### src/rtl/fir_xifu_wb_ctrl.sv
// In-order writeback tracker for the FIR XIFU: entries wait for commit and
// memory result, then retire in issue order onto the XIF result interface.
//
// state       | meaning
// ------------+-----------------------------------------------------------
// FREE        | slot unused
// WAIT_COMMIT | issued, waiting for XIF commit (mem_done may already be set)
// WAIT_MEM    | committed, waiting for the memory result
// READY       | result may be returned once it reaches the head
// KILLED      | commit was a kill; freed silently when at the head
module fir_xifu_wb_ctrl #(
    parameter int DEPTH = 4,
    parameter int ID_W  = 4,
    parameter int RD_W  = 5
) (
    input  logic            clk_i,
    input  logic            rst_i,
    input  logic            issue_valid_i,
    output logic            issue_ready_o,
    input  logic [ID_W-1:0] issue_id_i,
    input  logic            issue_mem_i,
    input  logic            issue_rfw_i,
    input  logic [RD_W-1:0] issue_rd_i,
    input  logic            commit_valid_i,
    input  logic [ID_W-1:0] commit_id_i,
    input  logic            commit_kill_i,
    input  logic            mem_result_valid_i,
    input  logic [ID_W-1:0] mem_result_id_i,
    output logic            result_valid_o,
    input  logic            result_ready_i,
    output logic [ID_W-1:0] result_id_o,
    output logic            rf_write_o,
    output logic [RD_W-1:0] rf_rd_o,
    output logic            unexpected_o
);
    localparam int PTR_W = $clog2(DEPTH);
    localparam int CNT_W = $clog2(DEPTH) + 1;

    typedef enum logic [2:0] {
        FREE,
        WAIT_COMMIT,
        WAIT_MEM,
        READY,
        KILLED
    } ent_state_e;

    ent_state_e       state_q [DEPTH];
    ent_state_e       state_d [DEPTH];
    logic [ID_W-1:0]  id_q    [DEPTH];
    logic [ID_W-1:0]  id_d    [DEPTH];
    logic [RD_W-1:0]  rd_q    [DEPTH];
    logic [RD_W-1:0]  rd_d    [DEPTH];
    logic [DEPTH-1:0] mem_q, mem_d;
    logic [DEPTH-1:0] rfw_q, rfw_d;
    logic [DEPTH-1:0] mem_done_q, mem_done_d;
    logic [PTR_W-1:0] wr_ptr_q, wr_ptr_d;
    logic [PTR_W-1:0] rd_ptr_q, rd_ptr_d;
    logic [CNT_W-1:0] count_q, count_d;
    logic             unexpected_q, unexpected_d;
    logic             issue_fire;
    logic             head_free;
    logic             commit_hit;
    logic             mem_hit;

    // Outputs are forced low during reset so nothing leaks from stale state.
    assign issue_ready_o  = !rst_i && (count_q < CNT_W'(DEPTH));
    assign issue_fire     = issue_valid_i && issue_ready_o;
    assign result_valid_o = !rst_i && (state_q[rd_ptr_q] == READY);
    assign result_id_o    = rst_i ? '0 : id_q[rd_ptr_q];
    assign rf_rd_o        = rst_i ? '0 : rd_q[rd_ptr_q];
    assign rf_write_o     = result_valid_o && result_ready_i && rfw_q[rd_ptr_q];
    assign unexpected_o   = unexpected_q && !rst_i;
    assign head_free      = !rst_i && ((state_q[rd_ptr_q] == KILLED) ||
                                       (result_valid_o && result_ready_i));

    always_ff @(posedge clk_i) begin
        if (rst_i) begin
            state_q      <= '{default: FREE};
            id_q         <= '{default: '0};
            rd_q         <= '{default: '0};
            mem_q        <= '0;
            rfw_q        <= '0;
            mem_done_q   <= '0;
            wr_ptr_q     <= '0;
            rd_ptr_q     <= '0;
            count_q      <= '0;
            unexpected_q <= 1'b0;
        end else begin
            state_q      <= state_d;
            id_q         <= id_d;
            rd_q         <= rd_d;
            mem_q        <= mem_d;
            rfw_q        <= rfw_d;
            mem_done_q   <= mem_done_d;
            wr_ptr_q     <= wr_ptr_d;
            rd_ptr_q     <= rd_ptr_d;
            count_q      <= count_d;
            unexpected_q <= unexpected_d;
        end
    end

    always_comb begin
        state_d    = state_q;
        id_d       = id_q;
        rd_d       = rd_q;
        mem_d      = mem_q;
        rfw_d      = rfw_q;
        mem_done_d = mem_done_q;
        wr_ptr_d   = wr_ptr_q;
        rd_ptr_d   = rd_ptr_q;
        commit_hit = 1'b0;
        mem_hit    = 1'b0;

        // Allocate first so a same-cycle commit or memory result sees the new entry.
        if (issue_fire) begin
            state_d[wr_ptr_q]    = WAIT_COMMIT;
            id_d[wr_ptr_q]       = issue_id_i;
            rd_d[wr_ptr_q]       = issue_rd_i;
            mem_d[wr_ptr_q]      = issue_mem_i;
            rfw_d[wr_ptr_q]      = issue_rfw_i;
            mem_done_d[wr_ptr_q] = 1'b0;
            wr_ptr_d             = wr_ptr_q + PTR_W'(1);
        end

        for (int i = 0; i < DEPTH; i++) begin
            if (mem_result_valid_i && (id_d[i] == mem_result_id_i)) begin
                if (state_d[i] == WAIT_COMMIT) begin
                    mem_done_d[i] = 1'b1;
                    mem_hit       = 1'b1;
                end else if (state_d[i] == WAIT_MEM) begin
                    state_d[i] = READY;
                    mem_hit    = 1'b1;
                end
            end
            if (commit_valid_i && (state_d[i] == WAIT_COMMIT) && (id_d[i] == commit_id_i)) begin
                commit_hit = 1'b1;
                if (commit_kill_i) begin
                    state_d[i] = KILLED;
                end else if (!mem_d[i] || mem_done_d[i]) begin
                    state_d[i] = READY;
                end else begin
                    state_d[i] = WAIT_MEM;
                end
            end
        end

        if (head_free) begin
            state_d[rd_ptr_q] = FREE;
            rd_ptr_d          = rd_ptr_q + PTR_W'(1);
        end

        count_d      = count_q + CNT_W'(issue_fire) - CNT_W'(head_free);
        unexpected_d = (commit_valid_i && !commit_hit) ||
                       (mem_result_valid_i && !mem_hit);
    end

endmodule

### config.mk
export PLATFORM = sky130hd
export DESIGN_NAME = fir_xifu_wb_ctrl
export DESIGN_NICKNAME = d
export VERILOG_FILES = /design/src/rtl/fir_xifu_wb_ctrl.sv
export SDC_FILE = /design/constraint.sdc
export NUM_CORES = 1
export LEC_CHECK = 0
export BUFFER_PORTS_ARGS = -buffer_cell sky130_fd_sc_hd__buf_2
export CORE_AREA = 10 10 90 123
export CTS_CLUSTER_SIZE = 16
export DETAILED_ROUTE_END_ITERATION = 6
export DIE_AREA = 0 0 100 133
export PLACE_DENSITY = 0.68
export RECOVER_POWER = 25
export SLEW_MARGIN = 20
export SYNTH_ARGS = -nofsm -noshare
export SYNTH_HDL_FRONTEND = slang
export SYNTH_SLANG_ARGS = --single-unit
### constraint.sdc
create_clock -name clk_i -period 3.21 [get_ports clk_i]
set_clock_uncertainty 0.05 [all_clocks]
set_input_delay 0.963 -clock clk_i [delete_from_list [all_inputs] [get_ports clk_i]]
set_output_delay 0.963 -clock clk_i [all_outputs]
set_load 0.005 [all_outputs]
Word-level counts from Yosys, hierarchy flattened. Cells that the tools add are included.

Word-level logic and storage cells: 179. Flip-flop bits (word level): 68. Output and inout bits: 13. Bits of input ports: 26.

Reduce and logical (&&, ||, !) cells: 37. Order comparisons: 8. Bitwise gates (word level): 9. Add/subtract/negate cells: 4. Mux-type cells: 80. Eq/ne operators: 22.

Operators with widths (number): 2-to-1 mux 3 bit (24); equality test 4 bit (8); 2-to-1 mux 1 bit (30); equality test 3 x 1 -> 1 bit, second input constant (8); logical AND 1 bit (24); 2-to-1 mux 12 bit (2); 2-to-1 mux 4 bit (6); bitwise mux 20 bit (1); 2-to-1 mux 5 bit (4); bitwise mux 16 bit (1); 2-to-1 mux 16 bit (1); equality test 3 x 2 -> 1 bit, second input constant (5); bitwise AND 12 bit (1); demux 3 bit (select 2 bit) (2); NOT 12 bit (1); binary-select mux 5 bit (select 2 bit) (1); demux 5 bit (select 2 bit) (1); bitwise AND 8 bit (1); binary-select mux 4 bit (select 2 bit) (1); bitwise mux 4 bit (2); demux 4 bit (select 2 bit) (1); NOT 8 bit (1); zero test 1 bit (7); binary-select mux 3 bit (select 2 bit) (1); 16 further kinds (26).

Logic depth before layout (Yosys ltp). Gate-level depths: netlist (run 1).

Word-level depth: 24. Depth in mapped cells: 13. Gate-level depth less buffers: 11.

Least setup slack after synthesis (run 1). No wires, ideal clock.

Path type: reg-to-reg. From: reg rd_ptr_q[0]. To: reg count_q[2]. Required time: 3.032 ns. Period minus slack after synthesis: 3.019 ns. Stages on the path, launching flop included: 14. Setup slack: 0.191 ns. Data arrival time: 2.842 ns. Library setup time: 0.128 ns. Buffers on the path: 2. Path through: dfxtp_1 > buf_2 > mux4_2 > and4bb_1 > a22o_1 > buf_2 > nor2b_1 > ha_1 > inv_1 > ha_1 > inv_1 > fa_1 > xnor2_1 > nor2_1.

Word-level cells in the longest chain between the ends: 10. Elaborated cells on any way between the ends: 11. Classes of those cells: add/sub (1); eq/ne (2); mux (3); bitwise (1); reduce/logical (4).

RTL lines: start: declaration (line 57) `logic [PTR_W-1:0] rd_ptr_q, rd_ptr_d;`; start signal: assignment (line 96) `rd_ptr_q <= rd_ptr_d;`; NOT 2 -> 3 bit (not written as such) (line 68) `assign result_valid_o = !rst_i && (state_q[rd_ptr_q] == READY);`; binary-select mux 3 bit (select 2 bit) (line 68); 2-to-1 mux 3 bit (not written as such) (2 in a row) (line 68); equality test 3 x 2 -> 1 bit (line 68); logical AND 1 bit (line 68); net result_valid_o (line 29) `output logic result_valid_o,`; logical AND 1 bit (line 74) `(result_valid_o && result_ready_i));`; logical OR 1 bit (line 73) `assign head_free = !rst_i && ((state_q[rd_ptr_q] == KILLED) ||`; logical AND 1 bit (line 73); net head_free (line 61) `logic head_free;`; subtractor 3 x 1 -> 3 bit (line 152) `count_d = count_q + CNT_W'(issue_fire) - CNT_W'(head_free);`; end signal: assignment (line 97) `count_q <= count_d;`; end: declaration (line 58) `logic [CNT_W-1:0] count_q, count_d;`.

The timed path passes the listed nets, and every way through them passes these cells. The select of a mux whose other input is x is not followed. A chain may end at the register's enable or synchronous reset.

Final worst setup path (run 1).
From: reg rd_ptr_q[0]. To: out rf_write_o.

Word-level cells in the longest chain between the ends: 8. Elaborated cells on any way between the ends: 10. Classes of those cells: eq/ne (1); mux (5); bitwise (1); reduce/logical (3).

RTL lines: NOT 2 -> 3 bit (not written as such) (line 68); binary-select mux 3 bit (select 2 bit) (line 68); 2-to-1 mux 3 bit (not written as such) (2 in a row) (line 68); equality test 3 x 2 -> 1 bit (line 68); logical AND 1 bit (line 68); logical AND 1 bit (line 71) `assign rf_write_o = result_valid_o && result_ready_i && rfw_q[rd_ptr_q];`; logical AND 1 bit (*) (line 71); end: declaration (line 32) `output logic rf_write_o,`.

Mark *: on every way between the ends. The rest lies on a longest branch, timed or not. The select of a mux whose other input is x is not followed.

==> results by group, run 1 <==
Critical path
  • CP Launch Type: flop
  • Slowest stage delay, CP: 0.57 ns
  • Reg-to-reg slack, setup: 0.32 ns
  • CP cell instances: buf_4, mux4_2, and3_1, buf_2
  • Critical path capture point type: primary output
  • Reg2reg path depth: 11
  • FF-to-FF Start: rd_ptr_q[0]
  • Largest fanout on the critical path: 14
  • Worst path required time: 2.20 ns
  • Slowest library cell on the worst path: mux4_2
  • WP data arrival: 2.04 ns
  • Crit Reg-Reg Endpoint: count_q[2]
  • Delay-heaviest family, CP: multiplexers
  • WS Path Type: flop to primary output
  • CP bufs+invs: 2

Synthesis
  • Ys async rst share: 0%
  • Synth Flop Type: dfxtp_1
  • Yosys warning count: 0
  • Synthesized Nets: 514
  • Sequential share of the synthesized area: 33.1%
  • Cell Area, Synth: 0.00411 mm²
  • Synthesized instance count: 476
  • Mean Syn Cell Area: 8.63 µm²
  • Yosys reg bits: 68
  • Distinct cells, synth: 66
  • Post-synth EDFFs: 0

Clock network
  • Clock transition at the registers of the reported paths: 0.06 ns
  • Post-CTS Setup Inserts: 0
  • Clk root buf: clkbuf_16
  • CTS Sinks: 68
  • CTS tree: yes
  • Max H-tree Level: 3
  • Max Root-Sink Buffers: 2
  • # hold bufs at CTS: 0
  • Clk_lat worst skew: 0.34 ns
  • Total CTS buffers: 9
  • Post_cts resized: 0

GRT
  • GRT met2 Usage: 30.7%
  • Vias in the first global route: 3722
  • Gr busiest metal: met2
  • Largest net degree at the start of global routing: 28
  • Initial antenna violation count: 0
  • Met3 Use GR: 2.97%
  • First-pass GRT wire length: 19300 µm
  • Gr ovfl total: 0
  • GR Util met1: 21.0%
  • Tot GR Track Use: 18.3%

Pwr
  • P_int: 1.60 mW
  • Reg power frac: 40.9%
  • Comb power frac: 13.7%
  • Clk pwr share: 45.4%
  • NetSw: 582 µW
  • Peak VDD IR: 0.000396 V
  • LEAKAGE: 1.87 nW
  • Power Dens Cells: 459 mW/mm²
  • Sw Share: 26.7%

STA
  • Setup TNS: 0 ns
  • Worst slew pin tran: 0.547 ns
  • Final clock period utilization by the worst path: 95.2%
  • Slew HR: 63.5%
  • Min cycle time layout: 3.06 ns
  • Setup WS post-layout: 0.154 ns
  • Final setup vio count: 0
  • Final Max Tran Viols: 0
  • Fmax: 327 MHz
  • Final Hold Viols: 0
  • RSZ-0062 raised after global routing: false

Route
  • Post-DR vias/cell: 5.75
  • Post-DR wirelength/cell: 18.9 µm
  • Wirelength, routed: 11800 µm
  • DR DRC count: 0
  • Detailed-route via count: 3601
  • Post-DRT Antenna Nets: 0
  • DRT iter0 DRCs: 297
  • Drt pass-1 iters: 5

Die
  • Die area: 0.0133 mm²
  • Initial core utilization: 46.3%
  • Ports: 39
  • Die H: 133 µm
  • Core area: 0.00887 mm²
  • # rows: 41
  • Die Wd: 100 µm

Finish
  • # diodes: 0
  • Layout cell share with drive strength beyond 1: 19.7%
  • Area Overhead vs Synth: 15.8%
  • Fillers: 840
  • Nets: 552
  • Commonest cells after routing, fill and taps aside: 86 x nand2_1, 68 x dfxtp_1, 41 x nor2_1, 40 x a21oi_1, 37 x buf_2
  • Final core utilization: 53.6%
  • Commonest non-fill, non-tap cell in the layout: nand2_1

Min path
  • Hold crit path type: flop to flop
  • Hold Startpoint: rd_q[14]
  • Worst hold endpoint: rd_q[14]
  • WHS Path Cells: 2

Run status
  • Status: finished clean

Placement
  • HPWL after detailed placement: 8740 µm
  • I/O Buffers: 38
  • RePlAce Congestion: 0.941
  • Pre-CTS WS: 0.00467 ns

Flow run
  • Max Cap Viol: 0
[kinds of logic after synthesis]
logic type               count (synthesis)  share of synthesized area (%)
AO/OA/AOI/OAI                           82                           12.6
adder cells (fa/ha/maj)                 12                           3.84
flip-flops                              68                           33.1
AND/OR/NAND/NOR                        204                           26.0
buffers and inverters                   44                           4.78
multiplexers                            30                           11.9
XOR/XNOR                                36                           7.68
[worst min-delay path, cell delays in order (launching register included)]
cell,delay [ns]
dfxtp_1,0.31
nand2_1,0.05
a21oi_1,0.05
[how the worst max path moves through the flow]
stage / from / to / slack [ns] / cells past startpoint
after floorplan: rd_ptr_q[0] / count_q[2] / 0.19 / 13
after global placement: rst_i / state_q[11] / 0.08 / 8
after detailed placement: rst_i / state_q[11] / 0.005 / 10
after CTS: rd_ptr_q[0] / rf_write_o / 0.13 / 4
after global routing: rst_i / state_q[11] / 0.06 / 8
final: rd_ptr_q[0] / rf_write_o / 0.15 / 4
[synthesized netlist by cell type, drive strengths merged (2+ instances only)]
master   instances  share of area, %
and4             2              0.43
o31ai            4              0.73
a21oi           40               4.9
dfxtp           68                33
a22o             2              0.43
nand4bb          4               1.1
nor2b           23               3.5
a2bb2oi          3              0.64
nand2           86               7.9
nor4            10               2.5
a211oi           4              0.73
and3             4              0.61
mux2i           16               4.5
clkbuf          23               2.1
nor3b            3              0.67
nand4b           2              0.43
a221oi           2              0.43
inv              9              0.82
and4bb           3               1.0
o21ai           11               1.3
or2              4              0.61
xnor2           26               5.5
and2             6              0.91
ha              11               3.4
mux4            13               7.1
nor3             5              0.61
nor2            41               3.7
buf             12               1.9
xor2            10               2.1
a21o             5              0.91
[metal layers]
metal	routed length (µm)	share of wire [%]	vias to the layer above
met5	0	0	-
met4	501	4.2	0
met3	568	4.8	36
met2	5980	51	111
met1	4770	40	1734
li1	-	-	1720
[through the flow]
| step | power (mW) | cells | instance area (µm²) | hold slack, ns |
|---|---|---|---|---|
| floorplan | 1.11 | 476 | 4110 | 0.383 |
| global placement | 1.21 | 610 | 4480 | 0.389 |
| detailed placement | 1.21 | 610 | 4480 | 0.398 |
| CTS | 2.20 | 626 | 4770 | 0.406 |
| global route | 2.25 | 626 | 4760 | 0.425 |
| finish | 2.18 | 626 | 4760 | 0.404 |
[final cells by class]
type | count | area [µm²] | share of cell area (%)
multi-input combinational | 364 | 2550 | 53.6
tap | 107 | 134 | 2.82
clock buffer | 10 | 229 | 4.81
sequential | 68 | 1360 | 28.6
inverter | 9 | 33.8 | 0.710
timing repair buffer | 62 | 383 | 8.05
clock inverter | 6 | 63.8 | 1.34
[registers in the layout, indices dropped and copies added, names as in the netlist]
signal / count
rd_q: 20
count_q: 3
id_q: 16
rfw_q: 4
mem_done_q: 4
state_q: 12
unexpected_q: 1
mem_q: 4
wr_ptr_q: 2
rd_ptr_q: 2
[power by group through the flow]
stage	logic, mW	clock network, mW	registers [mW]
after floorplan	0.208	0	0.901
after global placement	0.295	0	0.911
after detailed placement	0.299	0	0.912
after CTS	0.300	1.00	0.894
after global routing	0.329	1.03	0.897
final	0.300	0.990	0.894
No activity file was read; power rests on OpenSTA's default activity.
==> run 2, diff against run 1 <==
--- a/config.mk
+++ b/config.mk
@@ -10,6 +10,7 @@
 export CTS_CLUSTER_SIZE = 16
 export DETAILED_ROUTE_END_ITERATION = 6
 export DIE_AREA = 0 0 100 133
+export MAX_ROUTING_LAYER = met4
 export PLACE_DENSITY = 0.68
 export RECOVER_POWER = 25
 export SLEW_MARGIN = 20
==> run 2 against run 1 <==
Against the previous run: worst hold slack worse by 0.00058 ns; die area unchanged; global-route usage up 0.14 points; largest power group is now sequential cells.
==> results by group, run 2 (synthesized netlist as in run 1, its figures left out) <==
Clock network
  • Clock transition at the registers of the reported paths: 0.05 ns (was 0.06 ns)
  • Post-CTS Setup Inserts: 0 (unchanged)
  • Total CTS buffers: 9 (unchanged)
  • Clk_lat worst skew: 0.34 ns (about the same)
  • CTS tree: yes (unchanged)
  • CTS Sinks: 68 (unchanged)
  • Max H-tree Level: 3 (unchanged)
  • # hold bufs at CTS: 0 (unchanged)
  • Clk root buf: clkbuf_16 (unchanged)
  • Post_cts resized: 0 (unchanged)
  • Max Root-Sink Buffers: 2 (unchanged)

Route
  • Post-DRT Antenna Nets: 0 (unchanged)
  • Wirelength, routed: 11900 µm (was 11800 µm)
  • Detailed-route via count: 3581 (was 3601)
  • Drt pass-1 iters: 5 (unchanged)
  • Post-DR wirelength/cell: 19.1 µm (was 18.9 µm)
  • DRT iter0 DRCs: 298 (was 297)
  • Post-DR vias/cell: 5.74 (was 5.75)
  • DR DRC count: 0 (unchanged)

Pwr
  • LEAKAGE: 1.86 nW (was 1.87 nW)
  • Comb power frac: 14.5% (was 13.7%)
  • Peak VDD IR: 0.000354 V (was 0.000396 V)
  • Sw Share: 26.3% (was 26.7%)
  • NetSw: 547 µW (was 582 µW)
  • Reg power frac: 43.0% (was 40.9%)
  • P_int: 1.53 mW (was 1.60 mW)
  • Power Dens Cells: 444 mW/mm² (was 459 mW/mm²)
  • Clk pwr share: 42.6% (was 45.4%)

Critical path
  • Largest fanout on the critical path: 14 (unchanged)
  • CP Launch Type: flop (unchanged)
  • CP bufs+invs: 2 (unchanged)
  • Delay-heaviest family, CP: multiplexers (unchanged)
  • Slowest library cell on the worst path: mux4_2 (unchanged)
  • WP data arrival: 2.01 ns (was 2.04 ns)
  • Worst path required time: 2.20 ns (about the same)
  • Critical path capture point type: primary output (unchanged)
  • CP cell instances: buf_4, mux4_2, and3_1, buf_2 (unchanged)
  • Slowest stage delay, CP: 0.57 ns (about the same)
  • WS Path Type: flop to primary output (unchanged)

Die
  • Die Wd: 100 µm (unchanged)
  • # rows: 41 (unchanged)
  • Core area: 0.00887 mm² (unchanged)
  • Initial core utilization: 46.3% (unchanged)
  • Die H: 133 µm (unchanged)
  • Ports: 39 (unchanged)
  • Die area: 0.0133 mm² (unchanged)

STA
  • Slew HR: 63.7% (was 63.5%)
  • Final clock period utilization by the worst path: 94.2% (was 95.2%)
  • Final Max Tran Viols: 0 (unchanged)
  • Min cycle time layout: 3.02 ns (was 3.06 ns)
  • RSZ-0062 raised after global routing: false (unchanged)
  • Final setup vio count: 0 (unchanged)
  • Final Hold Viols: 0 (unchanged)
  • Worst slew pin tran: 0.544 ns (was 0.547 ns)
  • Setup TNS: 0 ns (unchanged)
  • Fmax: 331 MHz (was 327 MHz)

GRT
  • First-pass GRT wire length: 19000 µm (was 19300 µm)
  • Gr ovfl total: 0 (unchanged)
  • Initial antenna violation count: 0 (unchanged)
  • Tot GR Track Use: 18.5% (was 18.3%)
  • Vias in the first global route: 3641 (was 3722)
  • Largest net degree at the start of global routing: 28 (unchanged)

Finish
  • # diodes: 0 (unchanged)
  • Area Overhead vs Synth: 14.2% (was 15.8%)
  • Biggest regs: rd_q: 20 flops, id_q: 16 flops, state_q: 12 flops (unchanged)
  • Most flops, register: rd_q (unchanged)
  • Nets: 552 (unchanged)
  • Layout cell share with drive strength beyond 1: 18.4% (was 19.7%)
  • Max FFs per register: 20 (unchanged)
  • Commonest non-fill, non-tap cell in the layout: nand2_1 (unchanged)
  • Commonest cells after routing, fill and taps aside: 86 x nand2_1, 68 x dfxtp_1, 41 x nor2_1, 40 x a21oi_1, 38 x buf_2 (was 86 x nand2_1, 68 x dfxtp_1, 41 x nor2_1, 40 x a21oi_1, 37 x buf_2)
  • Post-route design area: 0.00469 mm² (was 0.00476 mm²)

Run status
  • Status: finished clean (unchanged)

Placement
  • I/O Buffers: 38 (unchanged)
  • HPWL after detailed placement: 8790 µm (was 8740 µm)
  • Placed Area: 0.00448 mm² (unchanged)
  • RePlAce Congestion: 0.992 (was 0.941)

Min path
  • Hold crit path type: flop to flop (unchanged)

Flow run
  • Max Cap Viol: 0 (unchanged)
run 2: tightest hold or removal path, cell delays in order (launching register included):
cell,delay (ns)
dfxtp_1,0.30
nand2_1,0.05
a21oi_1,0.05
run 2: per-stage QoR:
step | setup slack (ns) | util [%] | power, mW | hold slack [ns] | instances
floorplan | 0.191 | - | 1.11 | 0.383 | 476
global placement | 0.0266 | 50.5 | 1.21 | 0.389 | 610
detailed placement | 0.00118 | 50.5 | 1.21 | 0.397 | 610
CTS | 0.145 | 53.4 | 2.09 | 0.404 | 624
global route | 0.126 | 52.9 | 2.16 | 0.427 | 624
finish | 0.185 | 52.9 | 2.08 | 0.403 | 624
run 2: per-layer routing:
metal  vias up  track usage (%)  share of wire (%)
li1       1716                -                  -
met1      1700             21.1                 40
met2       134             31.1                 51
met3        31             3.39                6.2
met4         0             7.17                2.8
met5         -                -                  0
run 2: final timing paths:
check              start  cells after the start          to  slack [ns]
min              rd_q[0]                      2     rd_q[0]        0.40
min reg2reg      rd_q[0]                      2     rd_q[0]        0.40
max reg2reg  rd_ptr_q[0]                     11  count_q[2]        0.36
max          rd_ptr_q[0]                      4  rf_write_o        0.19
run 2: cell type report:
cell class | instances | area, µm²
Multi-Input combinational cell | 364 | 2520
Clock buffer | 12 | 246
Inverter | 9 | 33.8
Timing Repair Buffer | 62 | 380
Clock inverter | 2 | 12.5
Tap cell | 107 | 134
Fill cell | 848 | 4180
Sequential cell | 68 | 1360
run 2: power groups by stage:
stage,sequential [mW],combinational [mW],clock (mW)
6_report,0.895,0.301,0.886
2_1_floorplan,0.901,0.208,0
3_3_place_gp,0.911,0.298,0
4_1_cts,0.895,0.304,0.894
3_5_place_dp,0.913,0.301,0
5_1_grt,0.897,0.326,0.935
